## src/rtl/jesd204_pkg.sv

```systemverilog
// Shared JESD204 link-layer types and constants: sequencer states,
// K28.x control characters and the ILAS link-configuration octet array.
package jesd204_pkg;

   typedef enum logic [1:0] {
      CGS  = 2'd0,
      ILAS = 2'd1,
      DATA = 2'd2
   } state_t;

   localparam logic [7:0] COMMA  = 8'hBC;  // K28.5 code-group sync
   localparam logic [7:0] R_CHAR = 8'h1C;  // K28.0 multiframe start
   localparam logic [7:0] A_CHAR = 8'h7C;  // K28.3 multiframe end
   localparam logic [7:0] Q_CHAR = 8'h9C;  // K28.4 config start

   localparam int ILAS_CFG_LEN = 14;

   // Config octets; element n is link-config octet n
   typedef logic [ILAS_CFG_LEN-1:0][7:0] cfg_arr_t;

   // Counter width that never collapses to zero bits
   function automatic int clog2_min1(input int v);
      return (v > 1) ? $clog2(v) : 1;
   endfunction

endpackage

```

## src/rtl/ilas_octet_gen.sv

```systemverilog
// ILAS octet generator for one lane octet position. Purely combinational:
// given the octet index o within the multiframe and the multiframe number m,
// returns the ILAS octet and its control-character flag.
module ilas_octet_gen
   import jesd204_pkg::*;
#(
   parameter int OPM = 64,  // octets per multiframe
   parameter int OW  = 7,   // width of octet index
   parameter int MW  = 2    // width of multiframe counter
) (
   input  logic [OW-1:0]             o,
   input  logic [MW-1:0]             m,
   input  logic [ILAS_CFG_LEN*8-1:0] cfg,
   output logic [7:0]                octet,
   output logic                      k
);

   cfg_arr_t   cfg_a;
   logic [3:0] ci;

   assign cfg_a = cfg;

   // Priority: R at start, A at end, then config block in multiframe 1, else ramp
   always_comb begin
      octet = 8'(o);
      k     = 1'b0;
      ci    = 4'(o - OW'(2));
      if (o == '0) begin
         octet = R_CHAR;
         k     = 1'b1;
      end else if (o == OW'(OPM - 1)) begin
         octet = A_CHAR;
         k     = 1'b1;
      end else if (m == MW'(1) && o == OW'(1)) begin
         octet = Q_CHAR;
         k     = 1'b1;
      end else if (m == MW'(1) && o >= OW'(2) && o <= OW'(15)) begin
         octet = cfg_a[ci];
      end
   end

endmodule

```

## src/rtl/cgs_ilas_gen.sv

```systemverilog
// Per-lane JESD204 transmit start-up sequencer: sends /K/ commas during CGS,
// enters the 4-multiframe ILAS when SYNC_N is released on an LMFC beat, then
// passes transport data through with one cycle of latency.
// Optional build macro ILAS_SYNC_FILTER_EN: when defined, a resync needs
// SYNC_N low for 4 consecutive cycles; otherwise one low cycle suffices.
module cgs_ilas_gen
   import jesd204_pkg::*;
#(
   parameter int BYTES    = 2,
   parameter int K_FRAMES = 32,
   parameter int F        = 2,
   parameter int ILAS_MF  = 4
) (
   input  logic                      CLK,
   input  logic                      RST,
   input  logic                      SYNC_N,
   input  logic                      LMFC,
   input  logic [ILAS_CFG_LEN*8-1:0] CFG,
   input  logic [BYTES*8-1:0]        DI,
   output logic                      DATA_RDY,
   output logic [BYTES*8-1:0]        DO,
   output logic [BYTES-1:0]          K,
   output logic                      ILAS_ACT
);

   localparam int OPM = K_FRAMES * F;
   localparam int BPM = OPM / BYTES;
   localparam int BW  = clog2_min1(BPM);
   localparam int MW  = clog2_min1(ILAS_MF);
   localparam int OW  = $clog2(OPM + 1);

   if ((OPM % BYTES) != 0 || OPM < 18) begin : g_bad_cfg
      $error("cgs_ilas_gen: multiframe length must be a multiple of BYTES and at least 18 octets");
   end

   state_t              st;
   logic [BW-1:0]       b, nb;
   logic [MW-1:0]       m, nm;
   logic                ilas_last;
   logic                resync;
   logic [BYTES*8-1:0]  gen_do;
   logic [BYTES-1:0]    gen_k;

`ifdef ILAS_SYNC_FILTER_EN
   logic [1:0] lo_cnt;

   // Count consecutive low SYNC_N cycles, saturating; any high cycle clears
   always_ff @(posedge CLK or posedge RST) begin
      if (RST)
         lo_cnt <= '0;
      else if (SYNC_N)
         lo_cnt <= '0;
      else if (lo_cnt != 2'd3)
         lo_cnt <= lo_cnt + 2'd1;
   end

   assign resync = !SYNC_N && (lo_cnt == 2'd3);
`else
   assign resync = !SYNC_N;
`endif

   // Beat/multiframe of the ILAS octets to be loaded into DO at the next edge;
   // outside ILAS this points at beat 0 of multiframe 0 for the CGS exit
   always_comb begin
      nb        = '0;
      nm        = '0;
      ilas_last = (b == BW'(BPM - 1)) && (m == MW'(ILAS_MF - 1));
      if (st == ILAS) begin
         if (b == BW'(BPM - 1)) begin
            nb = '0;
            nm = m + MW'(1);
         end else begin
            nb = b + BW'(1);
            nm = m;
         end
      end
   end

   for (genvar gi = 0; gi < BYTES; gi++) begin : g_lane
      logic [OW-1:0] o_lane;

      assign o_lane = OW'(OW'(nb) * OW'(BYTES) + OW'(gi));

      ilas_octet_gen #(
         .OPM (OPM),
         .OW  (OW),
         .MW  (MW)
      ) u_gen (
         .o     (o_lane),
         .m     (nm),
         .cfg   (CFG),
         .octet (gen_do[8*gi +: 8]),
         .k     (gen_k[gi])
      );
   end

   // Sequencer FSM with registered lane outputs
   always_ff @(posedge CLK or posedge RST) begin
      if (RST) begin
         st       <= CGS;
         b        <= '0;
         m        <= '0;
         DO       <= {BYTES{COMMA}};
         K        <= '1;
         DATA_RDY <= 1'b0;
         ILAS_ACT <= 1'b0;
      end else begin
         case (st)
            CGS: begin
               DATA_RDY <= 1'b0;
               if (SYNC_N && LMFC) begin
                  st       <= ILAS;
                  b        <= '0;
                  m        <= '0;
                  DO       <= gen_do;
                  K        <= gen_k;
                  ILAS_ACT <= 1'b1;
               end else begin
                  DO       <= {BYTES{COMMA}};
                  K        <= '1;
                  ILAS_ACT <= 1'b0;
               end
            end
            ILAS: begin
               // On leaving ILAS, DO keeps the last ILAS beat for one cycle
               if (resync) begin
                  st       <= CGS;
                  b        <= '0;
                  m        <= '0;
                  ILAS_ACT <= 1'b0;
               end else if (ilas_last) begin
                  st       <= DATA;
                  b        <= '0;
                  m        <= '0;
                  ILAS_ACT <= 1'b0;
                  DATA_RDY <= 1'b1;
               end else begin
                  b  <= nb;
                  m  <= nm;
                  DO <= gen_do;
                  K  <= gen_k;
               end
            end
            DATA: begin
               // DI is consumed on every DATA cycle, including the resync one
               DO <= DI;
               K  <= '0;
               if (resync) begin
                  st       <= CGS;
                  DATA_RDY <= 1'b0;
               end
            end
            default: begin
               st       <= CGS;
               b        <= '0;
               m        <= '0;
               DO       <= {BYTES{COMMA}};
               K        <= '1;
               DATA_RDY <= 1'b0;
               ILAS_ACT <= 1'b0;
            end
         endcase
      end
   end

endmodule
```

## config.mk

```make
export PLATFORM = sky130hd
export DESIGN_NAME = cgs_ilas_gen
export DESIGN_NICKNAME = d
export VERILOG_FILES = /design/src/rtl/jesd204_pkg.sv /design/src/rtl/ilas_octet_gen.sv /design/src/rtl/cgs_ilas_gen.sv
export SDC_FILE = /design/constraint.sdc
export NUM_CORES = 1
export LEC_CHECK = 0
export ABC_AREA = 1
export BUFFER_PORTS_ARGS = -buffer_cell sky130_fd_sc_hd__buf_4
export CORE_ASPECT_RATIO = 0.75
export CORE_MARGIN = 2
export CORE_UTILIZATION = 49
export DETAILED_ROUTE_END_ITERATION = 10
export PLACE_DENSITY = 0.84
export SLEW_MARGIN = 10
export SYNTH_ARGS = -nofsm -noshare
export SYNTH_HDL_FRONTEND = slang
export SYNTH_HIERARCHICAL = 1
export SYNTH_SLANG_ARGS = --single-unit
```

## constraint.sdc

```tcl
create_clock -name CLK -period 4.6 [get_ports CLK]
set_input_delay 0.46 -clock CLK [delete_from_list [all_inputs] [get_ports CLK]]
set_output_delay 0.46 -clock CLK [all_outputs]
set_load 0.05 [all_outputs]
```

# [Yosys cells after proc, flatten, opt, wreduce, memory -nomap -nowiden]
# Cells that the tools add are included.
[totals] ff_bits=29 word_cells=94
[op_classes] add_sub_neg=5 n_lt_le_gt_ge=6 eq_ne=13 n_mux=47 n_bitwise=1 reduce_logical=15
[op_table] op="$bmux W8 S4" n=2
[op_table] op="$mux W8" n=8
[op_table] op="$mux W16" n=3
[op_table] op="$pmux W16 S3" n=1
[op_table] op="$mux W5" n=5
[op_table] op="$mux W2" n=12
[op_table] op="$pmux W2 S3" n=3
[op_table] op="$pmux W5 S3" n=1
[op_table] op="$logic_not A7 Y1" n=2
[op_table] op="$lt A4 B5 Y1 const B" n=2
[op_table] op="$mux W1" n=10
[op_table] op="$ne A2 B2 Y1 const B" n=5
[op_table] op="$sub A4 B2 Y4 const B" n=2
[op_table] op="$add A6 B1 Y7 const B" n=1
[op_table] op="$eq A7 B1 Y1 const B" n=1
[op_table] op="$eq A7 B6 Y1 const B" n=1
[op_table] op="$ge A7 B2 Y1 const B" n=1
[op_table] op="$le A7 B4 Y1 const B" n=1
[op_table] op="$logic_and A1 B1 Y1" n=7
[op_table] op="$ge A6 B2 Y1 const B" n=1
[op_table] op="$le A6 B4 Y1 const B" n=1
[op_table] op="$reduce_and A2 Y1" n=3
[op_table] op="$reduce_and A3 Y1" n=2
[op_table] op="$add A5 B1 Y5 const B" n=1
[op_table] op="other kinds (9)" n=11

# [Logic depth before layout (Yosys ltp)]
[logic_depth] word_depth=14 depth_mapped=22

# [Modules after synthesis]
# The synthesis kept the hierarchy.
[modules_own_cells] mod="ilas_octet_gen" n_inst=2 cells_each=277 area_each_um2=1280.0 seq_area_each_um2=0.0
[modules_own_cells] mod="cgs_ilas_gen" n_inst=1 cells_each=247 area_each_um2=1721.7 seq_area_each_um2=740.7

# [Worst setup path after synthesis]
# Ideal clock, no wire load.
[synth_path] path_type="register to register" from="register b[0]" to="register DO[15]" arrival_ps=3457 required_time_ps=4540 slack_ps=1083 path_stages_with_launch=21 path_buffers=2 period_less_slack_ps=3517 path_cell_list="dfrtp_1 > ha_1 > nand2_1 > nor2_1 > ha_1 > nor3_1 > inv_2 > ha_1 > buf_2 > inv_1 > clkbuf_1 > nand3_1 > nand3_1 > nand2_1 > a21oi_1 > nand2_1 > nand2_1 > o21ai_0 > nand2_1 > nand2_1 > nand2_1"
[synth_via] elab_chain_cells=14 elab_cells_between_ends=30
[synth_rtl] element="start: declaration" line_no="cgs_ilas_gen.sv:37" text="logic [BW-1:0] b, nb;"
[synth_rtl] element="start signal: assignment" line_no="cgs_ilas_gen.sv:138" text="b <= nb;"
[synth_rtl] element="$add A5 B1 Y5 / $eq A5 B5 Y1 (equally long branches)" line_no="cgs_ilas_gen.sv:73, cgs_ilas_gen.sv:69"
[synth_rtl] element="$mux W5 *" line_no="cgs_ilas_gen.sv:69" text="if (b == BW'(BPM - 1)) begin"
[synth_rtl] element="$mux W5 *" line_no="cgs_ilas_gen.sv:68" text="if (st == ILAS) begin"
[synth_rtl] element="net g_lane[0].o_lane[1]" line_no="cgs_ilas_gen.sv:80" text="logic [OW-1:0] o_lane;"
[synth_rtl] element="$add A6 B1 Y7 *" line_no="cgs_ilas_gen.sv:82" text="assign o_lane = OW'(OW'(nb) * OW'(BYTES) + OW'(gi));"
[synth_rtl] element="$sub A4 B2 Y4 / $ge A7 B2 Y1 (equally long branches)" line_no="ilas_octet_gen.sv:27, ilas_octet_gen.sv:37"
[synth_rtl] element="$bmux W8 S4 / $logic_and A1 B1 Y1 (equally long branches)" line_no="ilas_octet_gen.sv:38, ilas_octet_gen.sv:37"
[synth_rtl] element="$mux W8 (not written as such) / $logic_and A1 B1 Y1 (equally long branches)" line_no="ilas_octet_gen.sv:38, ilas_octet_gen.sv:37"
[synth_rtl] element="$mux W8" line_no="ilas_octet_gen.sv:37" text="end else if (m == MW'(1) && o >= OW'(2) && o <= OW'(15)) begin"
[synth_rtl] element="$mux W8" line_no="ilas_octet_gen.sv:34" text="end else if (m == MW'(1) && o == OW'(1)) begin"
[synth_rtl] element="$mux W8" line_no="ilas_octet_gen.sv:31" text="end else if (o == OW'(OPM - 1)) begin"
[synth_rtl] element="$mux W8 *" line_no="ilas_octet_gen.sv:28" text="if (o == '0) begin"
[synth_rtl] element="net gen_do[15]" line_no="cgs_ilas_gen.sv:41" text="logic [BYTES*8-1:0] gen_do;"
[synth_rtl] element="$mux W16" line_no="cgs_ilas_gen.sv:131" text="end else if (ilas_last) begin"
[synth_rtl] element="$mux W16" line_no="cgs_ilas_gen.sv:126" text="if (resync) begin"
[synth_rtl] element="$pmux W16 S3 *" line_no="cgs_ilas_gen.sv:108" text="case (st)"
[synth_rtl] element="end signal: assignment" line_no="cgs_ilas_gen.sv:115" text="DO <= gen_do;"
[synth_rtl] element="end signal: assignment" line_no="cgs_ilas_gen.sv:119" text="DO <= {BYTES{COMMA}};"
[synth_rtl] element="end signal: assignment" line_no="cgs_ilas_gen.sv:140" text="DO <= gen_do;"
[synth_rtl] element="end: declaration" line_no="cgs_ilas_gen.sv:21" text="output logic [BYTES*8-1:0] DO,"
# The timed path passes the listed nets; every way through them passes the cells marked *. The select of a mux whose other input is x is not followed.
# A chain may end at the register's enable or synchronous reset.

# [Worst setup path after layout]
[layout_path] from="register b[0]" to="register DO[7]"
[layout_via] elab_chain_cells=11 elab_cells_between_ends=24
[layout_rtl] element="$add A5 B1 Y5 / $eq A5 B5 Y1 (equally long branches)" line_no="cgs_ilas_gen.sv:73, cgs_ilas_gen.sv:69"
[layout_rtl] element="$mux W5 *" line_no="cgs_ilas_gen.sv:69"
[layout_rtl] element="$mux W5 *" line_no="cgs_ilas_gen.sv:68"
[layout_rtl] element="net g_lane[0].o_lane[1]" line_no="cgs_ilas_gen.sv:80"
[layout_rtl] element="$sub A4 B2 Y4 / $ge A6 B2 Y1 (equally long branches)" line_no="ilas_octet_gen.sv:27, ilas_octet_gen.sv:37"
[layout_rtl] element="$bmux W8 S4 / $logic_and A1 B1 Y1 (equally long branches)" line_no="ilas_octet_gen.sv:38, ilas_octet_gen.sv:37"
[layout_rtl] element="$mux W8 (not written as such) / $logic_and A1 B1 Y1 (equally long branches)" line_no="ilas_octet_gen.sv:38, ilas_octet_gen.sv:37"
[layout_rtl] element="$mux W8" line_no="ilas_octet_gen.sv:37"
[layout_rtl] element="$mux W8 *" line_no="ilas_octet_gen.sv:28"
[layout_rtl] element="net gen_do[7]" line_no="cgs_ilas_gen.sv:41"
[layout_rtl] element="$mux W16" line_no="cgs_ilas_gen.sv:131"
[layout_rtl] element="$mux W16" line_no="cgs_ilas_gen.sv:126"
[layout_rtl] element="$pmux W16 S3 *" line_no="cgs_ilas_gen.sv:108"
# Marks and branches as above.

==> reports/qor.csv <==
metric,value,unit
crit_start,b[0],
synth-seq-cells,29,
synth.distinct_cells,34,
synth-simple-area-share,0.5584,
fin_setup_tns,0,ps
hold_violations,0,
port_buffers,151,
cp_num_buf_inv,3,
muxShareOfSynthArea,0,
ys.flop_type,dfrtp_1,
viasPerCell,5.522,
maxSlewHeadroom,0.4923,
dieArea,9510,sq um
timing.hold.ws,257.8,ps
place_ws,1208,ps
arrival,3680,ps
numCtsBuffers,5,
status,"complete, no violations",
core,8491,sq um
irDropWorstVdd,0.0001985,V
period_share,0.7523,
die_y,84.96,um
hold_class,input port to asynchronous set/reset pin,
grt_pass1_vias,5127,
grt_usage,0.3279,
cts.clk_slew.worst_paths,50,ps
start_kind,flip-flop,
cts_setup_buffers,0,
cp_slowest_cell,dfrtp_1,
nFillCells,829,
gp_congestion,1.012,
ys_top_cells_by_area,"nand2_1 25%, nor2_1 14%, dfrtp_1 9.9%, nand3_1 8.1%, dfstp_2 7.4%",
synthCells,801,
synth_top_family_by_area,simple AND/OR/NAND/NOR gates,
grt_pass1_wl,25.52,mm
cp.depth,21,
syn_avg_cell_area,5.345,sq um
r2r-start,b[0],
cts_tree,yes,
asyncSetResetFlopFracSynth,1.000,
maxSlewViolCount,0,
path_max_fanout,26,
critPathKind,flip-flop to flip-flop,
synth_area_leader_cell,nand2_1,
cts_resized,0,
fin_skew,3.527,ps
setup_viol,0,
final_common_cell,nand2_1,
cts_num_sinks,29,
nets,1076,
die_w,111.9,um
synth_xor_area_frac,0.009643,
cts_buffer_depth,2,
io_pins,152,
antenna_found_initial,0,
utilization,0.6525,
vias,5770,
layout_common_cells,"283 x nand2_1, 157 x buf_4, 156 x nor2_1",
finalPower,1.467,mW
crit_family,simple AND/OR/NAND/NOR gates,
cellLeakagePower,2.941,nW
drt-initial-drc-count,792,
drv_cap,0,
required,4820,ps
synth_area,4282,sq um
grt_max_degree,30,
drive_gt1_frac,0.2337,
wl_per_cell,15.31,um
yosys_warnings,6,
rsz0062_at_grt,false,
r2r_setup_slack,1140,ps
worst_pin_slew,758.8,ps
setup_ws,1139,ps
drc,0,
synthAdderAreaFrac,0.02338,
num_rows,29,
rr_endpoint,DO[7],
postCtsHoldBufs,0,
crit_path_end_kind,flip-flop,
seqCellArea,740.7,sq um
max_freq,289.0,MHz
multi_input_comb_area,3120,sq um
synth_edf_count,0,
initial_core_util,0.5043,
clk_latency,280,ps
area_delta_synth_final,29.40,%
wl,16.00,mm
crit_path_max_incr_delay,420,ps
antenna_cells,0,
ys_seq_area_frac,0.1730,
hpwl,12.26,mm
r2r_cells,21,
clockRootBuffer,clkbuf_16,
cellPowerDensity,264.9,nW/um^2
antenna_left,0,
synth_compound_area_frac,0.1309,
drt_pre_antenna_iters,5,
cp_cell_sequence,ha_1 > nand2_1 > nor2_1 > ha_1 > nor3_2 > buf_4 > inv_2 > ha_1 > inv_1 > nand2_1 > nand2_1 > nor2_1 > nor2_1 > nand2_1 > a21oi_1 > nand2_1 > nand2_1 > o21ai_0 > nand2_1 > nand2_1 > nand2_1,
htreeDepth,2,
min_period,3461,ps
grt-ovfl-total,0,
netlist.area_leader.share,0.2481,
cp_common_cell,nand2_1,
layer usage:
metal | track usage | share of wire | routed length, um
met2 | 0.4898 | 0.42 | 6724
met4 | 0.03880 | 0.012 | 197
met5 | 0 | 0 | 0
met3 | 0.08143 | 0.12 | 1966
met1 | 0.4934 | 0.44 | 7110
cell families (layout without fill, tap and decap cells):
| group | Yosys count | after routing |
|---|---|---|
| DFF | 29 | 29 |
| other | 2 | 6 |
| xor gates and xnor gates | 3 | 3 |
| buffers and inverters | 92 | 224 |
| AOI/OAI and AO/OA | 100 | 100 |
| adders and majority gates | 8 | 8 |
| and+or+nand+nor | 567 | 567 |
cells in the mapped netlist, types with 3 or more instances:
cell / count
dfstp_2: 12
a21oi_1: 33
nand2_2: 11
o22ai_1: 4
nand3_1: 69
buf_2: 12
nand4_1: 20
dfrtp_1: 17
nor3_1: 9
a22oi_1: 12
clkbuf_1: 3
nand2_1: 283
ha_1: 8
inv_1: 45
inv_2: 12
o21ai_1: 14
buf_6: 4
nor2_4: 3
nor2_1: 156
nor2_2: 7
buf_4: 12
nand3b_1: 4
o211ai_1: 4
o21ai_0: 29
sequential cells by signal, summed over array words and instances (netlist names):
name,count
m,2
ILAS_ACT,1
K,2
DO,16
b,5
st,2
DATA_RDY,1
cell type report:
class,count,area share
inverters,59,0.04088
repair buffers,157,0.2127
flip-flops and latches,29,0.1337
well taps,108,0.02439
clock buffers,6,0.02326
clock inverters,2,0.001807
multi-input cells,684,0.5632
worst reg2reg max path: cells and delay by family (launching register included):
kind / cells / cell delay (ps)
simple gates: 13 / 1090
flops: 1 / 420
fa+ha+maj: 3 / 810
compound gates: 2 / 240
buf+inv: 3 / 850
worst max-delay path by stage:
stage                   to  slack, ps
floorplan           DO[15]       1080
global placement    DO[15]       1280
detailed placement  DO[15]       1210
CTS                  DO[7]       1180
global route        DO[13]        730
finish               DO[7]       1140
power breakdown:
group / total (mW) / switching, mW / internal (mW)
sequential: 0.323 / 0.0241 / 0.299
combinational: 0.832 / 0.545 / 0.287
clock: 0.312 / 0.114 / 0.198
stage by stage:
step | cell area, sq um | cells
6_report | 5540 | 1045
5_1_grt | 5540 | 1045
4_1_cts | 5540 | 1045
3_5_place_dp | 5401 | 1037
3_3_place_gp | 5401 | 1037
2_1_floorplan | 4297 | 805
(Power assumes the default switching activity.)
